--- src/rtl/bullet_scan_ctrl.sv ---
// rtl/bullet_scan_ctrl.sv - per-frame bullet table scan with heart-box overlap detection
module bullet_scan_ctrl #(
    parameter int NUM_BULLETS = 16,
    parameter int PLAYER_SIZE = 8
) (
    input  logic        clk,
    input  logic        reset,
    input  logic        frame_tick,
    input  logic [7:0]  player_x,
    input  logic [7:0]  player_y,
    output logic [3:0]  index,
    input  logic [15:0] bul_position,
    input  logic [15:0] bul_size,
    input  logic        bul_is_render,
    output logic        busy,
    output logic        done,
    output logic        hit,
    output logic [3:0]  hit_index,
    output logic [4:0]  live_count
);

    typedef enum logic [2:0] {
        IDLE  = 3'd0,
        SET   = 3'd1,
        WAIT  = 3'd2,
        CHECK = 3'd3,
        DONE  = 3'd4
    } state_t;

    localparam logic [3:0] LAST_INDEX = 4'(NUM_BULLETS - 1);
    localparam logic [8:0] PS         = 9'(PLAYER_SIZE);

    state_t      state;
    state_t      state_next;

    logic [7:0]  px;
    logic [7:0]  py;
    logic [4:0]  acc_live;
    logic        acc_hit;
    logic [3:0]  acc_idx;

    logic [8:0]  bx;
    logic [8:0]  by;
    logic [8:0]  bw;
    logic [8:0]  bh;
    logic        overlap;
    logic        last_entry;
    logic [4:0]  live_sum;

    // Edges are widened to 9 bits so a box reaching past 255 does not wrap to a small value
    assign bx = {1'b0, bul_position[15:8]};
    assign by = {1'b0, bul_position[7:0]};
    assign bw = {1'b0, bul_size[15:8]};
    assign bh = {1'b0, bul_size[7:0]};

    // Strict compares make touching edges a miss; zero-sized boxes are excluded explicitly
    assign overlap = bul_is_render
                   && (bw != 9'd0) && (bh != 9'd0)
                   && (bx < ({1'b0, px} + PS))
                   && ({1'b0, px} < (bx + bw))
                   && (by < ({1'b0, py} + PS))
                   && ({1'b0, py} < (by + bh));

    assign last_entry = (index == LAST_INDEX);
    assign live_sum   = acc_live + {4'd0, bul_is_render};

    // State register
    always_ff @(posedge clk) begin
        if (reset) begin
            state <= IDLE;
        end else begin
            state <= state_next;
        end
    end

    // Next-state and status outputs
    always_comb begin
        state_next = state;
        busy       = 1'b1;
        done       = 1'b0;
        hit        = 1'b0;
        case (state)
            IDLE: begin
                busy = 1'b0;
                if (frame_tick) begin
                    state_next = SET;
                end
            end
            SET:   state_next = WAIT;
            WAIT:  state_next = CHECK;
            CHECK: state_next = last_entry ? DONE : SET;
            DONE: begin
                done       = 1'b1;
                hit        = acc_hit;
                state_next = IDLE;
            end
            default: begin
                busy       = 1'b0;
                state_next = IDLE;
            end
        endcase
    end

    // Scan datapath: player latch, entry index, accumulators and held results
    always_ff @(posedge clk) begin
        if (reset) begin
            index      <= 4'd0;
            px         <= 8'd0;
            py         <= 8'd0;
            acc_live   <= 5'd0;
            acc_hit    <= 1'b0;
            acc_idx    <= 4'd0;
            hit_index  <= 4'd0;
            live_count <= 5'd0;
        end else begin
            case (state)
                IDLE: begin
                    if (frame_tick) begin
                        px       <= player_x;
                        py       <= player_y;
                        acc_live <= 5'd0;
                        acc_hit  <= 1'b0;
                        acc_idx  <= 4'd0;
                        index    <= 4'd0;
                    end
                end
                CHECK: begin
                    acc_live <= live_sum;
                    if (overlap && !acc_hit) begin
                        acc_hit <= 1'b1;
                        acc_idx <= index;
                    end
                    if (last_entry) begin
                        // Results land on the same edge as DONE so they are valid alongside done
                        live_count <= live_sum;
                        if (acc_hit) begin
                            hit_index <= acc_idx;
                        end else if (overlap) begin
                            hit_index <= index;
                        end
                    end else begin
                        index <= index + 4'd1;
                    end
                end
                default: begin
                end
            endcase
        end
    end

endmodule

--- config.mk ---
export PLATFORM = sky130hd
export DESIGN_NAME = bullet_scan_ctrl
export DESIGN_NICKNAME = d
export VERILOG_FILES = /design/src/rtl/bullet_scan_ctrl.sv
export SDC_FILE = /design/constraint.sdc
export NUM_CORES = 1
export LEC_CHECK = 0
export CORE_UTILIZATION = 50
export DETAILED_ROUTE_END_ITERATION = 8
export GPL_TIMING_DRIVEN = 0
export PLACE_DENSITY_LB_ADDON = 0.08
export SETUP_SLACK_MARGIN = 0.15
export SYNTH_ARGS = -nofsm -noshare
export SYNTH_HDL_FRONTEND = slang
export SYNTH_SLANG_ARGS = --single-unit
export TNS_END_PERCENT = 100
--- constraint.sdc ---
create_clock -name clk -period 4.4 [get_ports clk]
set_clock_uncertainty 0.15 [all_clocks]
set_input_delay 0.44 -clock clk [delete_from_list [all_inputs] [get_ports clk]]
set_output_delay 0.44 -clock clk [all_outputs]
set_load 0.005 [all_outputs]
**After elaboration in Yosys (flattened, before gate mapping)**

Cells that the tools add are included.

- Bits in registers: 42
- Word-level logic and storage cells: 65
- Input bits: 52
- Output and inout bits: 16

- Add/subtract/negate cells: 6
- $lt $le $gt $ge: 4
- Muxes and demuxes: 18
- Reduce and logical (&&, ||, !) cells: 20
- Eq/ne operators: 8

Operator list:

| kind | count |
|---|---|
| < comparator 8 x 9 -> 1 bit | 4 |
| two-way mux 4 bit | 5 |
| adder 8 x 4 -> 9 bit, second input constant | 2 |
| adder 8 x 8 -> 9 bit | 2 |
| nonzero test 9 bit | 2 |
| case mux 4 bit (2 select lines) | 2 |
| case mux 3 bit (4 select lines) | 1 |
| case mux 5 bit (2 select lines) | 1 |
| AND reduction 3 bit | 3 |
| logical AND 1 bit | 7 |
| == test 3 x 2 -> 1 bit, second input constant | 2 |
| two-way mux 3 bit | 2 |
| inequality test 2 bit, second input constant | 3 |
| AND reduction 2 bit | 3 |
| adder 5 x 1 -> 5 bit | 1 |
| two-way mux 1 bit | 5 |
| two-way mux 5 bit | 1 |
| adder 4 x 1 -> 4 bit, second input constant | 1 |
| == test 4 bit, second input constant | 1 |
| nonzero test 2 bit | 2 |
| OR reduction 4 bit | 1 |
| == test 3 x 1 -> 1 bit, second input constant | 1 |
| == test 3 bit, second input constant | 1 |
| zero test 3 bit | 1 |
| other kinds (2) | 2 |

**Logic depth before layout (Yosys ltp)**

Gate-level depths: netlist of the first run.

- Depth in word-level cells: 10
- Mapped depth: 15

**Least setup slack after synthesis of the first run**

Ideal clock, no wire load.

- Path type: input port to flip-flop
- Start: in bul_position[8]
- End: reg acc_idx[0]
- Required time: 4178 ps
- Setup slack: 893 ps
- Library setup time: 72 ps
- Data arrival time: 3285 ps
- Path buffers: 0
- Stages on the path: 13
- Cells stage by stage: ha_1 > inv_1 > fa_1 > nor2b_1 > o2111a_1 > o31a_1 > or2_2 > ha_1 > a2111oi_0 > o21ai_0 > a311oi_4 > nor3b_4 > mux2i_1

- Longest elaborated chain between the ends: 8
- Elaborated cells between the ends (all ways): 10
- Those cells by class: 1 x add/sub; 2 x order compare; 1 x eq/ne; 6 x reduce/logical

RTL lines:

| element | line | source |
|---|---|---|
| start, declared | 12 | `input logic [15:0] bul_position,` |
| adder 8 x 8 -> 9 bit / < comparator 8 x 9 -> 1 bit (equally long branches) | 60, 59 |  |
| < comparator 8 x 9 -> 1 bit / logical AND 1 bit (equally long branches) | 60, 59 |  |
| logical AND 1 bit (*) | 60 | `&& ({1'b0, px} < (bx + bw))` |
| logical AND 1 bit (*) | 61 | `&& (by < ({1'b0, py} + PS))` |
| logical AND 1 bit (*) | 62 | `&& ({1'b0, py} < (by + bh));` |
| logical AND 1 bit (*) | 129 | `if (overlap && !acc_hit) begin` |
| inequality test 2 bit (no line) (*) | n/a |  |
| AND reduction 3 bit (no line) (*) | n/a |  |
| end signal, assigned | 131 | `acc_idx <= index;` |
| end, declared | 40 | `logic [3:0] acc_idx;` |

Mark *: on every way between the ends. The rest lies on a longest branch, timed or not.
A chain may end at the register's enable or synchronous reset.

**Final worst setup path of the first run**

- Start: in bul_position[1]
- End: reg acc_idx[0]

- Longest elaborated chain between the ends: 6
- Elaborated cells between the ends (all ways): 8
- Those cells by class: 1 x add/sub; 2 x order compare; 1 x eq/ne; 4 x reduce/logical

RTL lines:

| element | line |
|---|---|
| adder 8 x 8 -> 9 bit / < comparator 8 x 9 -> 1 bit (equally long branches) | 62, 61 |
| < comparator 8 x 9 -> 1 bit / logical AND 1 bit (equally long branches) | 62, 61 |
| logical AND 1 bit (*) | 62 |
| logical AND 1 bit (*) | 129 |
| inequality test 2 bit (no line) (*) | n/a |
| AND reduction 3 bit (no line) (*) | n/a |

Marked as above.

==> results of run 1 <==
==> state kept, by name (all words and copies together), names as in the netlist <==
register / flops
acc_hit: 1
acc_idx: 4
acc_live: 5
hit_index: 4
index: 4
live_count: 5
px: 8
py: 8
state: 3
==> metal layers <==
| layer | global-route usage [%] | vias to the layer above | wire, um | part of all wire (%) |
|---|---|---|---|---|
| met4 | 10.0 | 0 | 176 | 2.4 |
| met3 | 4.04 | 15 | 328 | 4.5 |
| li1 | - | 1513 | - | - |
| met1 | 30.2 | 1353 | 3450 | 47 |
| met5 | 0 | - | 0 | 0 |
| met2 | 38.3 | 62 | 3390 | 46 |
==> kinds of logic after synthesis <==
logic type                 synth area share, %
muxes                                     2.31
DFF                                       26.7
AOI/OAI and AO/OA                         19.1
xor gates and xnor gates                  6.40
buffers and inverters                     3.70
adders and majority gates                 20.8
and+or+nand+nor                           21.0
==> power breakdown <==
group | switching [mW] | internal [mW]
registers | 0.0202 | 0.398
clock network | 0.120 | 0.121
logic | 0.158 | 0.161
total | 0.298 | 0.680
==> metrics by stage <==
step | instances | util, % | setup slack [ps] | power [mW]
floorplan | 384 | - | 893 | 0.621
global placement | 525 | 65.1 | 26.9 | 0.727
detailed placement | 525 | 65.1 | -34.8 | 0.737
CTS | 531 | 66.5 | 247 | 0.981
global route | 533 | 67.0 | 143 | 1.05
finish | 533 | 67.0 | 449 | 0.978
==> final timing paths <==
path,startpoint,to,slack (ps)
worst max register to register,px[3],acc_idx[0],1260
worst max-delay path,bul_position[1],acc_idx[0],450
worst min register to register,acc_idx[2],acc_idx[2],310
worst min-delay path,acc_idx[2],acc_idx[2],310
==> timing repair <==
item                       4_1_cts  5_1_grt
setup buffers                    0        2
gates resized for setup          0        4
setup endpoints to repair        0        7
hold buffers                     0        0
==> layout make-up <==
cell class	count	share of cell area (%)
Timing Repair Buffer	68	16.8
Tap cell	75	2.34
Clock buffer	6	2.06
Inverter	17	1.59
Multi-Input combinational cell	311	54.9
Buffer	14	1.31
Sequential cell	42	20.9
==> worst register-to-register path: stages (launching register included) <==
cell and delay [ps]:
dfxtp_1 420, ha_1 210, nand3_1 90, xor2_1 160, ha_1 180, or4_1 500, a21oi_1 180, o221ai_2 150
a311oi_4 390, nor3b_4 400, mux2i_1 240
==> layout by cell type, fill, tap and decap left out, types with 3 or more instances in the layout <==
cell,instances
xnor2_1,14
a211oi_1,6
a22oi_1,3
nand3b_1,3
xor2_1,9
nand2_1,61
mux2i_1,5
nor4b_1,3
or4_1,4
nand2b_1,8
nor3_1,4
and3_1,3
inv_1,17
a21oi_1,40
clkbuf_1,14
nor2_1,26
a21o_1,3
o21ai_0,15
clkbuf_8,6
o21bai_1,3
nand3_1,13
nor4_1,3
clkdlybuf4s50_1,66
ha_1,49
dfxtp_1,42
o21a_1,4
==> reports/metrics.yaml, run 1 <==
routing:
  dr.pass1.iters: 4
  viasPerCell: 5.52
  routed-via-count: 2943
  drtIter0Drc: 83
  drc: 0
  wl_um: 7350
  post_drt_wl_per_cell_um: 13.8
  ant_nets: 0
critical_path:
  path_class: "in2reg"
  cp_cell_sequence: "clkdlybuf4s50_1, ha_1, a21o_1, a21oi_1, nor2_1, o21a_1, o41ai_2, xor2_1, ha_1, nand3_1, o22ai_1, o21bai_1, a32oi_2, a311oi_4, nor3b_4, mux2i_1"
  crit_arrival_ps: 4020
  reg2reg_depth: 10
  cp_slowest_cell: "clkdlybuf4s50_1"
  cpLargestDelayFamily: "compound AO/OA/AOI/OAI gates"
  worst-path-buf-inv: 1
  crit_cells: 16
  max_stage_delay_ps: 480
  crit_fanout: 4
  worst_path_most_repeated_cell: "ha_1"
  start_kind: "primary input"
  cp-end-kind: "register"
  cp.required_ps: 4470
synthesis:
  synth_top_cell_area_share_pct: 26.7
  postSynthAreaPerCell_um2: 8.19
  synthDistinctLibCells: 46
  synth-edff-count: 0
  yosys.cell_count.top_type: "nand2_1"
  yosysTopAreaCell: "dfxtp_1"
  synthTopCellsByArea: "dfxtp_1 27%, ha_1 19%, nand2_1 7.3%, a21oi_1 6.4%, xnor2_1 3.9%"
  netlist_instances: 384
  ys_seq_area_share_pct: 26.7
  synthArstFlopShare_pct: 0
  netlist_area_um2: 3150
  synth_seq_cells: 42
  ys_warn_count: 0
  synth-main-ff-cell: "dfxtp_1"
  syn_nets: 487
  yosys-top-cells-count: "61 x nand2_1, 49 x ha_1, 42 x dfxtp_1"
floorplan:
  die_y_um: 81.3
  coreArea_um2: 5990
  num_rows: 28
  ios: 68
  die_x_um: 81.3
  die_area_um2: 6610
  initial_utilization_pct: 52.5
clock_tree:
  cts_tree: "yes"
  cts_buffer_depth: 2
  clock_latency_ps: 290
  cts_num_sinks: 42
  h-tree-depth: 2
  ctsRootBufferMaster: "clkbuf_8"
  cts_buffers: 5
  path_clk_slew_ps: 70
global_routing:
  overflow: 0
  antenna_found_initial: 0
  grt_pass1_vias: 2728
  grt_pass1_wl_um: 12000
  grt_use_total_pct: 23.5
  grt_max_degree: 12
power:
  ir_drop_uv: 235
  p_per_area_nw_per_um2: 244
  leakagePower_nw: 1.55
placement:
  hpwl_um: 5820
  place_area_um2: 3900
  io_buffers: 66
  gp_congestion: 0.826
worst_hold_path:
  min_path_cells: 2
  hold_path_class: "reg2reg"
run_status:
  status: "finished, final reports clean"
timing:
  final.setup.tns_ps: 0
  final-setup-viol-count: 0
  period_minus_slack_ps: 3950
  slew_violations: 0
  tightest_slew_ps: 515
  hold_viol_final: 0
  holdWs_ps: 312
  max_freq_mhz: 253
  fin_crit_sh_pct: 89.8
  grt_setup_unrepaired: "no"
  max-slew-margin-rel_pct: 65.7
finish:
  area.sequential_um2: 841
  nNetsFinal: 562
  area_growth_pct: 27.6
  antenna_cells: 0
  multiInputGateArea_um2: 2200
  drive_gt1_share_pct: 3.93
  fillers: 535
  stdcell_area_um2: 4010
job:
  drv_cap: 0
Note: power is estimated with default switching activity, not from simulation.
==> run 2, diff against run 1 <==
clock period = 4.25 ns   (was 4.4 ns; I/O delays follow)
==> run 2 against run 1 <==
Final area is 0.69% higher. Clock power is 4% higher. Critical path depth is 2 lower.
==> reports/metrics.yaml, run 2 (synthesis results as in run 1) <==
global_routing:
  grt_use_total_pct: 23.5  # unchanged
  overflow: 0  # unchanged
  grt_max_degree: 12  # unchanged
  grt_pass1_vias: 2728  # unchanged
  grt_pass1_wl_um: 12000  # unchanged
  antenna_found_initial: 0  # unchanged
clock_tree:
  clock_latency_ps: 290  # about the same
  path_clk_slew_ps: 70  # about the same
  cts_num_sinks: 42  # unchanged
  cts_hold_buf: 0  # unchanged
  h-tree-depth: 2  # unchanged
  cts_buffers: 5  # unchanged
  cts_buffer_depth: 2  # unchanged
  ctsRootBufferMaster: "clkbuf_8"
  cts_tree: "yes"
critical_path:
  start_kind: "primary input"
  cp.required_ps: 4310  # -160 ps
  cp-end-kind: "register"
  crit_fanout: 4  # unchanged
  crit_arrival_ps: 4020  # about the same
  path_class: "in2reg"
finish:
  fillers: 531  # -0.75%
  area_growth_pct: 28.5
  top_regs: "px: 8 flops, py: 8 flops"
  post-route-util_pct: 67.5  # +0.46 points
  antenna_cells: 0  # unchanged
  multiInputGateArea_um2: 2230  # +1.0%
  final_common_cell: "clkdlybuf4s50_1"
  area.sequential_um2: 841  # unchanged
  layout_common_cells: "64 x clkdlybuf4s50_1, 61 x nand2_1, 49 x ha_1"
  drive_gt1_share_pct: 5.02  # +1.1 points
  nNetsFinal: 562  # unchanged
job:
  drv_cap: 0  # unchanged
timing:
  period_minus_slack_ps: 3960
  final.setup.tns_ps: 0  # unchanged
  grt_setup_unrepaired: "yes"
  slew_violations: 0  # unchanged
  fin_crit_sh_pct: 93.2
  final-setup-viol-count: 0  # unchanged
  hold_viol_final: 0  # unchanged
  tightest_slew_ps: 551  # +36.4 ps
  max_freq_mhz: 252
  max-slew-margin-rel_pct: 63.3  # -2.4 points
routing:
  viasPerCell: 5.50  # -0.37%
  post_drt_wl_per_cell_um: 13.9  # +0.97%
  wl_met3_um: 394  # +20%
  wl_met1_um: 3420  # -0.87%
  wl_um: 7420  # +0.97%
  routed-via-count: 2932  # -0.37%
  top_layer_used: "met4"
  drc: 0  # unchanged
  ant_nets: 0  # unchanged
  wl_met2_um: 3470  # +2.3%
  dr.pass1.iters: 4  # unchanged
  drtIter0Drc: 76  # -8.4%
power:
  ir_drop_uv: 243  # +3.5%
  p_per_area_nw_per_um2: 252  # +3.4%
  total_power_mw: 1.02  # +4.1%
  leakagePower_nw: 1.57  # +1.4%
floorplan:
  die_x_um: 81.3  # unchanged
  die_y_um: 81.3  # unchanged
  num_rows: 28  # unchanged
  initial_utilization_pct: 52.5  # unchanged
  coreArea_um2: 5990  # unchanged
  die_area_um2: 6610  # unchanged
  ios: 68  # unchanged
placement:
  io_buffers: 66  # unchanged
  hpwl_um: 5820  # unchanged
  gp_congestion: 0.826  # unchanged
worst_hold_path:
  hold_path_class: "reg2reg"
run_status:
  status: "finished, final reports clean"
## run 2: changes by cell type in the layout (fill, tap and decap cells not counted), sizes merged
cell           delta
clkdlybuf4s50     -2
dlymetal6s2s      +2
## run 2: metrics by stage
step / setup WS [ps] / area [um^2] / cells / hold WS (ps)
2_1_floorplan: 758 / 3150 / 384 / 280
3_3_place_gp: -108 / 3900 / 525 / 294
3_5_place_dp: -170 / 3900 / 525 / 300
4_1_cts: 172 / 3980 / 531 / 313
5_1_grt: 111 / 4040 / 533 / 333
6_report: 288 / 4040 / 533 / 310
## run 2: final cells by class
class	count	area share, %
plain buffers	14	1.30
multi-input cells	311	55.1
clock buffers	6	2.04
well taps	75	2.32
inverters	17	1.58
flip-flops and latches	42	20.8
repair buffers	68	16.8
## run 2: critical path, stage by stage
cell and delay, ps:
clkdlybuf4s50_1 500, ha_1 180, inv_1 50, fa_1 400
nor2b_1 170, o2111a_1 210, nor4_1 50, or2_2 280
ha_1 210, a2111oi_2 330, o21ai_1 160, a311oi_4 400
nor3b_4 390, mux2i_1 260
## run 2: worst paths after layout
| path | startpoint | to | slack [ps] | depth (start not counted) |
|---|---|---|---|---|
| max reg2reg | px[3] | acc_idx[0] | 1070 | 10 |
| max | bul_position[8] | acc_idx[0] | 290 | 14 |
| min | acc_idx[2] | acc_idx[2] | 310 | 2 |
| min reg2reg | acc_idx[2] | acc_idx[2] | 310 | 2 |
## run 2: repair_timing
item	4_1_cts	5_1_grt
pin swaps	1	4
buffers inserted	0	2
setup endpoints to repair	4	9
resized for setup	0	11
## run 2: report_power, final
group | leakage (nW) | switching [mW] | internal [mW] | total [mW]
logic | 1.18 | 0.166 | 0.169 | 0.335
registers | 0.341 | 0.0211 | 0.412 | 0.433
clock network | 0.0431 | 0.125 | 0.125 | 0.250
## run 2: metal layers
| metal | vias up | GRT usage [%] |
|---|---|---|
| met4 | 0 | 10.0 |
| met5 | - | 0 |
| met3 | 11 | 4.04 |
| met2 | 68 | 38.3 |
| li1 | 1513 | - |
| met1 | 1340 | 30.2 |
==> run 3, diff against run 2 <==
clock period = 4 ns   (was 4.25 ns; I/O delays follow)
==> run 3 against run 2 <==
Via count rose by 1.4%. Core utilization rose by 1.8 points. Sequential share of layout area fell by 0.55 points. First-iteration DRC count rose by 3.9%. Sequential cell count did not move. Critical path depth did not move. Global-route usage rose by 0.12 points. Final area rose by 2.7%. Sequential power rose by 6.5%. Cell count rose by 0.38%. Non-clock buffer count rose by 2. Combinational power rose by 14%. Critical endpoint unchanged. Largest power group unchanged.
==> reports/metrics.yaml, run 3 (synthesis results as in run 1) <==
run_status:
  status: "finished, final reports clean"
finish:
  top_regs: "px: 8 flops, py: 8 flops"
  fillers: 515  # -3.0%
  layout_common_cells: "61 x nand2_1, 57 x clkdlybuf4s50_1, 44 x ha_1"
  nNetsFinal: 564  # +0.36%
  antenna_cells: 0  # unchanged
  drive_gt1_share_pct: 8.70  # +3.7 points
  area_growth_pct: 31.9
  post-route-util_pct: 69.3  # +1.8 points
  final_common_cell: "nand2_1"
routing:
  drc: 0  # unchanged
  ant_nets: 0  # unchanged
  wl_um: 7480  # +0.78%
  wl_met2_um: 3540  # +2.0%
  wl_met3_um: 341  # -13%
  routed-via-count: 2974  # +1.4%
  wl_met1_um: 3450  # +0.94%
  post_drt_wl_per_cell_um: 14.0  # +0.40%
  dr.pass1.iters: 4  # unchanged
  drtIter0Drc: 79  # +3.9%
  viasPerCell: 5.56  # +1.1%
  top_layer_used: "met4"
critical_path:
  rr_endpoint: "acc_idx[0]"
  cp_cell_sequence: "clkdlybuf4s50_1, ha_1, inv_1, fa_2, nor2b_2, o2111a_1, o31a_1, or2_2, ha_2, o21ai_1, a21oi_2, a311oi_4, nor3b_4, mux2i_1"
  cpLargestDelayFamily: "compound AO/OA/AOI/OAI gates"
  cp.required_ps: 4070  # -240 ps
  crit_arrival_ps: 3730  # -290 ps
  cp_slowest_cell: "clkdlybuf4s50_1"
  max_stage_delay_ps: 440  # -60 ps
  cp-end-kind: "register"
  reg2reg_depth: 10  # unchanged
  path_class: "in2reg"
  rr_startpoint: "px[3]"
  worst-path-buf-inv: 2  # unchanged
  crit_fanout: 4  # unchanged
  start_kind: "primary input"
  r2r_slack_ps: 940  # -130 ps
placement:
  io_buffers: 66  # unchanged
  hpwl_um: 5820  # unchanged
  gp_congestion: 0.826  # unchanged
clock_tree:
  cts_buffers: 5  # unchanged
  cts_tree: "yes"
  cts_hold_buf: 0  # unchanged
  ctsRootBufferMaster: "clkbuf_8"
  path_clk_slew_ps: 70  # about the same
  cts_num_sinks: 42  # unchanged
  h-tree-depth: 2  # unchanged
  clock_latency_ps: 290  # about the same
  cts_buffer_depth: 2  # unchanged
job:
  drv_cap: 0  # unchanged
floorplan:
  ios: 68  # unchanged
  die_x_um: 81.3  # unchanged
  num_rows: 28  # unchanged
  die_area_um2: 6610  # unchanged
  die_y_um: 81.3  # unchanged
  initial_utilization_pct: 52.5  # unchanged
  coreArea_um2: 5990  # unchanged
worst_hold_path:
  hold_start: "acc_idx[2]"
  hold_path_class: "reg2reg"
  holdPathEnd: "acc_idx[2]"
  min_path_cells: 2  # unchanged
global_routing:
  grt_pass1_vias: 2747  # +0.70%
  overflow: 0  # unchanged
  antenna_found_initial: 0  # unchanged
  grt_use_total_pct: 23.6  # +0.12 points
  grt_max_degree: 12  # unchanged
  grt_pass1_wl_um: 12100  # +0.46%
timing:
  grt_setup_unrepaired: "no"
  slew_violations: 0  # unchanged
  final-setup-viol-count: 0  # unchanged
  hold_viol_final: 0  # unchanged
  max-slew-margin-rel_pct: 65.9  # +2.6 points
  period_minus_slack_ps: 3670
  fin_crit_sh_pct: 91.7
  max_freq_mhz: 273
  tightest_slew_ps: 511  # -39.7 ps
  final.setup.tns_ps: 0  # unchanged
power:
  p_per_area_nw_per_um2: 267  # +5.9%
  leakagePower_nw: 1.64  # +4.5%
  total_power_mw: 1.11  # +8.8%
  ir_drop_uv: 260  # +7.0%
run 3: cell types whose count changed in the layout (fill, tap and decap cells not counted), sizes merged:
cell           previous run  this run
clkdlybuf4s50            64        57
dlymetal6s2s              2         8
buf                       2         4
clkbuf                   20        21
run 3: worst max path at each step:
stage | cells past startpoint | slack, ps | startpoint | endpoint
after global placement | 16 | -330 | bul_position[1] | acc_idx[1]
after detailed placement | 16 | -390 | bul_position[1] | acc_idx[1]
after global routing | 16 | 130 | bul_size[1] | acc_idx[0]
after floorplan | 13 | 530 | bul_position[8] | acc_idx[0]
after CTS | 17 | 150 | bul_position[1] | hit_index[1]
final | 14 | 330 | bul_position[8] | acc_idx[0]
run 3: stage by stage:
stage               cells  cell area, um^2  hold WS (ps)  setup slack [ps]
finish                535             4150           313               334
floorplan             384             3150           280               533
global route          535             4150           334               128
CTS                   533             4010           313               152
detailed placement    525             3900           300              -395
global placement      525             3900           294              -333
run 3: final cells by class:
class / count / area [um^2] / share of cell area, %
timing repair buffer: 70 / 706 / 17.0
inverter: 17 / 63.8 / 1.54
tap: 75 / 93.8 / 2.26
sequential: 42 / 841 / 20.3
buffer: 14 / 52.6 / 1.27
multi-input combinational: 311 / 2310 / 55.7
clock buffer: 6 / 82.6 / 1.99
run 3: worst reg2reg max path, delay by kind of cell (launching register included):
| family | cells | cell delay (ps) |
|---|---|---|
| simple gates | 3 | 990 |
| xor+xnor | 1 | 160 |
| compound gates | 3 | 640 |
| fa+ha+maj | 2 | 400 |
| flops | 1 | 420 |
| mux | 1 | 240 |
run 3: layer usage:
layer	GRT usage [%]	vias up
li1	-	1515
met5	0	-
met2	38.8	66
met4	10.0	0
met1	30.2	1381
met3	4.04	12
run 3: report_power, final:
part           leakage, nW  total (mW)  switching [mW]  internal [mW]
combinational         1.26       0.382           0.188          0.194
sequential           0.341       0.461          0.0228          0.438
clock               0.0431       0.265           0.132          0.133
run 3: repair_timing:
action,CTS,global route
setup endpoints to repair,7,9
buffers inserted,2,2
gates cloned,0,0
gates resized for setup,3,32
pin swaps,2,15
==> RTL change (flow settings as in run 2) <==
The 5 states of `state_t` get a one-hot encoding in 5 bits.
--- a/src/rtl/bullet_scan_ctrl.sv
+++ b/src/rtl/bullet_scan_ctrl.sv
@@ -19,12 +19,12 @@
     output logic [4:0]  live_count
 );
 
-    typedef enum logic [2:0] {
-        IDLE  = 3'd0,
-        SET   = 3'd1,
-        WAIT  = 3'd2,
-        CHECK = 3'd3,
-        DONE  = 3'd4
+    typedef enum logic [4:0] {
+        IDLE  = 5'b00001,
+        SET   = 5'b00010,
+        WAIT  = 5'b00100,
+        CHECK = 5'b01000,
+        DONE  = 5'b10000
     } state_t;
 
     localparam logic [3:0] LAST_INDEX = 4'(NUM_BULLETS - 1);
Behaviour: same outputs for any inputs over 10 cycles, from zero or initial values and one cycle with reset high; not proved beyond that.
==> RTL change against run 2 <==
Routed wire length decreased by 2.8%; area after synthesis increased by 2.5%; synthesized cell count decreased by 1.0%; non-clock buffer count decreased by 4; via count increased by 0.48%; final cell count decreased by 0.75%; critical path type unchanged; sequential power increased by 1%; total power increased by 5.7%; final area increased by 1.7%; sequential cell count increased by 2; worst setup slack improved by 0.098 ns; core utilization increased by 0.36 points.
==> RTL change: results (changes against run 2) <==
[worst_setup_path]
cp_max_fo = 4  ; unchanged
cp_slowest_cell = clkdlybuf4s50_1
slowest_delay_ns = 0.44  ; -0.06 ns
critPathTopFamily = compound AO/OA/AOI/OAI gates
cp.arrival_ns = 3.90  ; -0.12 ns

[global_route]
grt_max_degree = 14  ; +2
antenna_found_initial = 0  ; unchanged
grt_pass1_vias = 2702  ; -0.95%
grt_first_pass_wirelength_mm = 11.9  ; -0.81%
track_usage_pct = 22.8  ; -0.70 points

[detailed_routing]
wl_mm = 7.22  ; -2.8%
vias = 2946  ; +0.48%
drtIter0Drc = 74  ; -2.6%
first_pass_iters = 4  ; unchanged

[placement]
hpwl_mm = 5.81  ; about the same
io_buffers = 66  ; unchanged
gp_congestion = 0.817  ; -1.0%
dpl_cell_area_mm2 = 0.00398  ; +2.1%

[clock_tree]
cts-htree-levels = 2  ; unchanged
cts-root-buf = clkbuf_8
clkLatencyLatePin_ns = 0.29  ; about the same
cts_buffer_depth = 2  ; unchanged
cts_setup_buffers = 0  ; unchanged
cts_buffers = 5  ; unchanged
clkTransAtPathRegs_ns = 0.08

[hold_path]
hold_class = input port to flip-flop

[logic_synthesis]
synth_seq_area_share_pct = 27.3  ; +0.58 points
synth_area_leader_cell = dfxtp_1
synthTopCellsByArea = dfxtp_1 (27%), ha_1 (19%), nand2_1 (6.5%)
ys_warn_count = 0  ; unchanged
synth_nets = 483  ; -0.82%
ys_top_cells_by_count = nand2_1 (56), ha_1 (49), dfxtp_1 (44), a21oi_1 (36), nor2_1 (28)
yosysUniqueCellTypes = 53  ; +15%
async_flop_share_pct = 0  ; unchanged

[power]
vdd_drop_max_uv = 209  ; -14%
cellLeakagePower_nw = 1.67  ; +6.4%

[sta]
relSlewSlack_pct = 68.3  ; +5.0 points

[run_status]
status = complete, no violations

[finish]
layout-drive-gt1-share_pct = 4.85  ; -0.18 points
fill_cells = 527  ; -0.75%
insertedDiodeCount = 0  ; unchanged
nNetsFinal = 556  ; -1.1%
top_regs = px: 8 flops, py: 8 flops

RTL change: path summary, 6_finish.rpt:
kind	start	end	slack [ns]	cells past startpoint
setup / recovery	bul_position[0]	hit_index[0]	0.39	14
hold / removal	reset	state[0]	0.23	3
setup reg to reg	px[3]	hit_index[0]	1.32	10
hold reg to reg	acc_idx[2]	acc_idx[2]	0.31	2
RTL change: tightest hold or removal path, delay by kind of cell:
kind / cells / cell delay, ns
buffers and inverters: 1 / 0.10
AND/OR/NAND/NOR: 2 / 0.11
RTL change: report_power, final:
part | switching (mW) | internal [mW]
clock network | 0.134 | 0.207
registers | 0.0151 | 0.424
logic | 0.148 | 0.148
total | 0.297 | 0.779
RTL change: metrics by stage:
step | instances | utilization (%) | power (mW) | worst slack [ns]
floorplan | 380 | - | 0.640 | 0.819
global placement | 521 | 65.7 | 0.733 | 0.0217
detailed placement | 521 | 65.7 | 0.743 | -0.0491
CTS | 529 | 67.8 | 1.08 | 0.263
global route | 529 | 67.8 | 1.15 | 0.144
finish | 529 | 67.8 | 1.08 | 0.386
RTL change: logic make-up after synthesis:
group / count (synthesis) / share of synthesized area (%)
simple gates: 134 / 19.8
compound gates: 93 / 20.1
fa+ha+maj: 51 / 20.2
flops: 44 / 27.3
buf+inv: 28 / 3.92
xor+xnor: 21 / 5.70
mux: 9 / 2.87
RTL change: what timing repair did:
action | in CTS | in global routing
endpoints found under the hold margin | 0 | 0
setup endpoints to repair | 0 | 2
gates resized for setup | 0 | 1
RTL change: area by class of cell:
| cell class | instances | area [µm²] | share of cell area (%) |
|---|---|---|---|
| well taps | 75 | 93.8 | 2.28 |
| multi-input cells | 308 | 2220 | 54.1 |
| repair buffers | 66 | 661 | 16.1 |
| inverters | 16 | 60.1 | 1.46 |
| clock inverters | 1 | 30.0 | 0.731 |
| flip-flops and latches | 44 | 881 | 21.4 |
| clock buffers | 7 | 96.3 | 2.34 |
| plain buffers | 12 | 66.3 | 1.61 |
RTL change: metal layers:
| metal | GRT usage [%] | wire, µm |
|---|---|---|
| met5 | 0 | 0 |
| met4 | 6.14 | 87 |
| met3 | 2.97 | 286 |
| met2 | 39.3 | 3430 |
| met1 | 29.8 | 3410 |
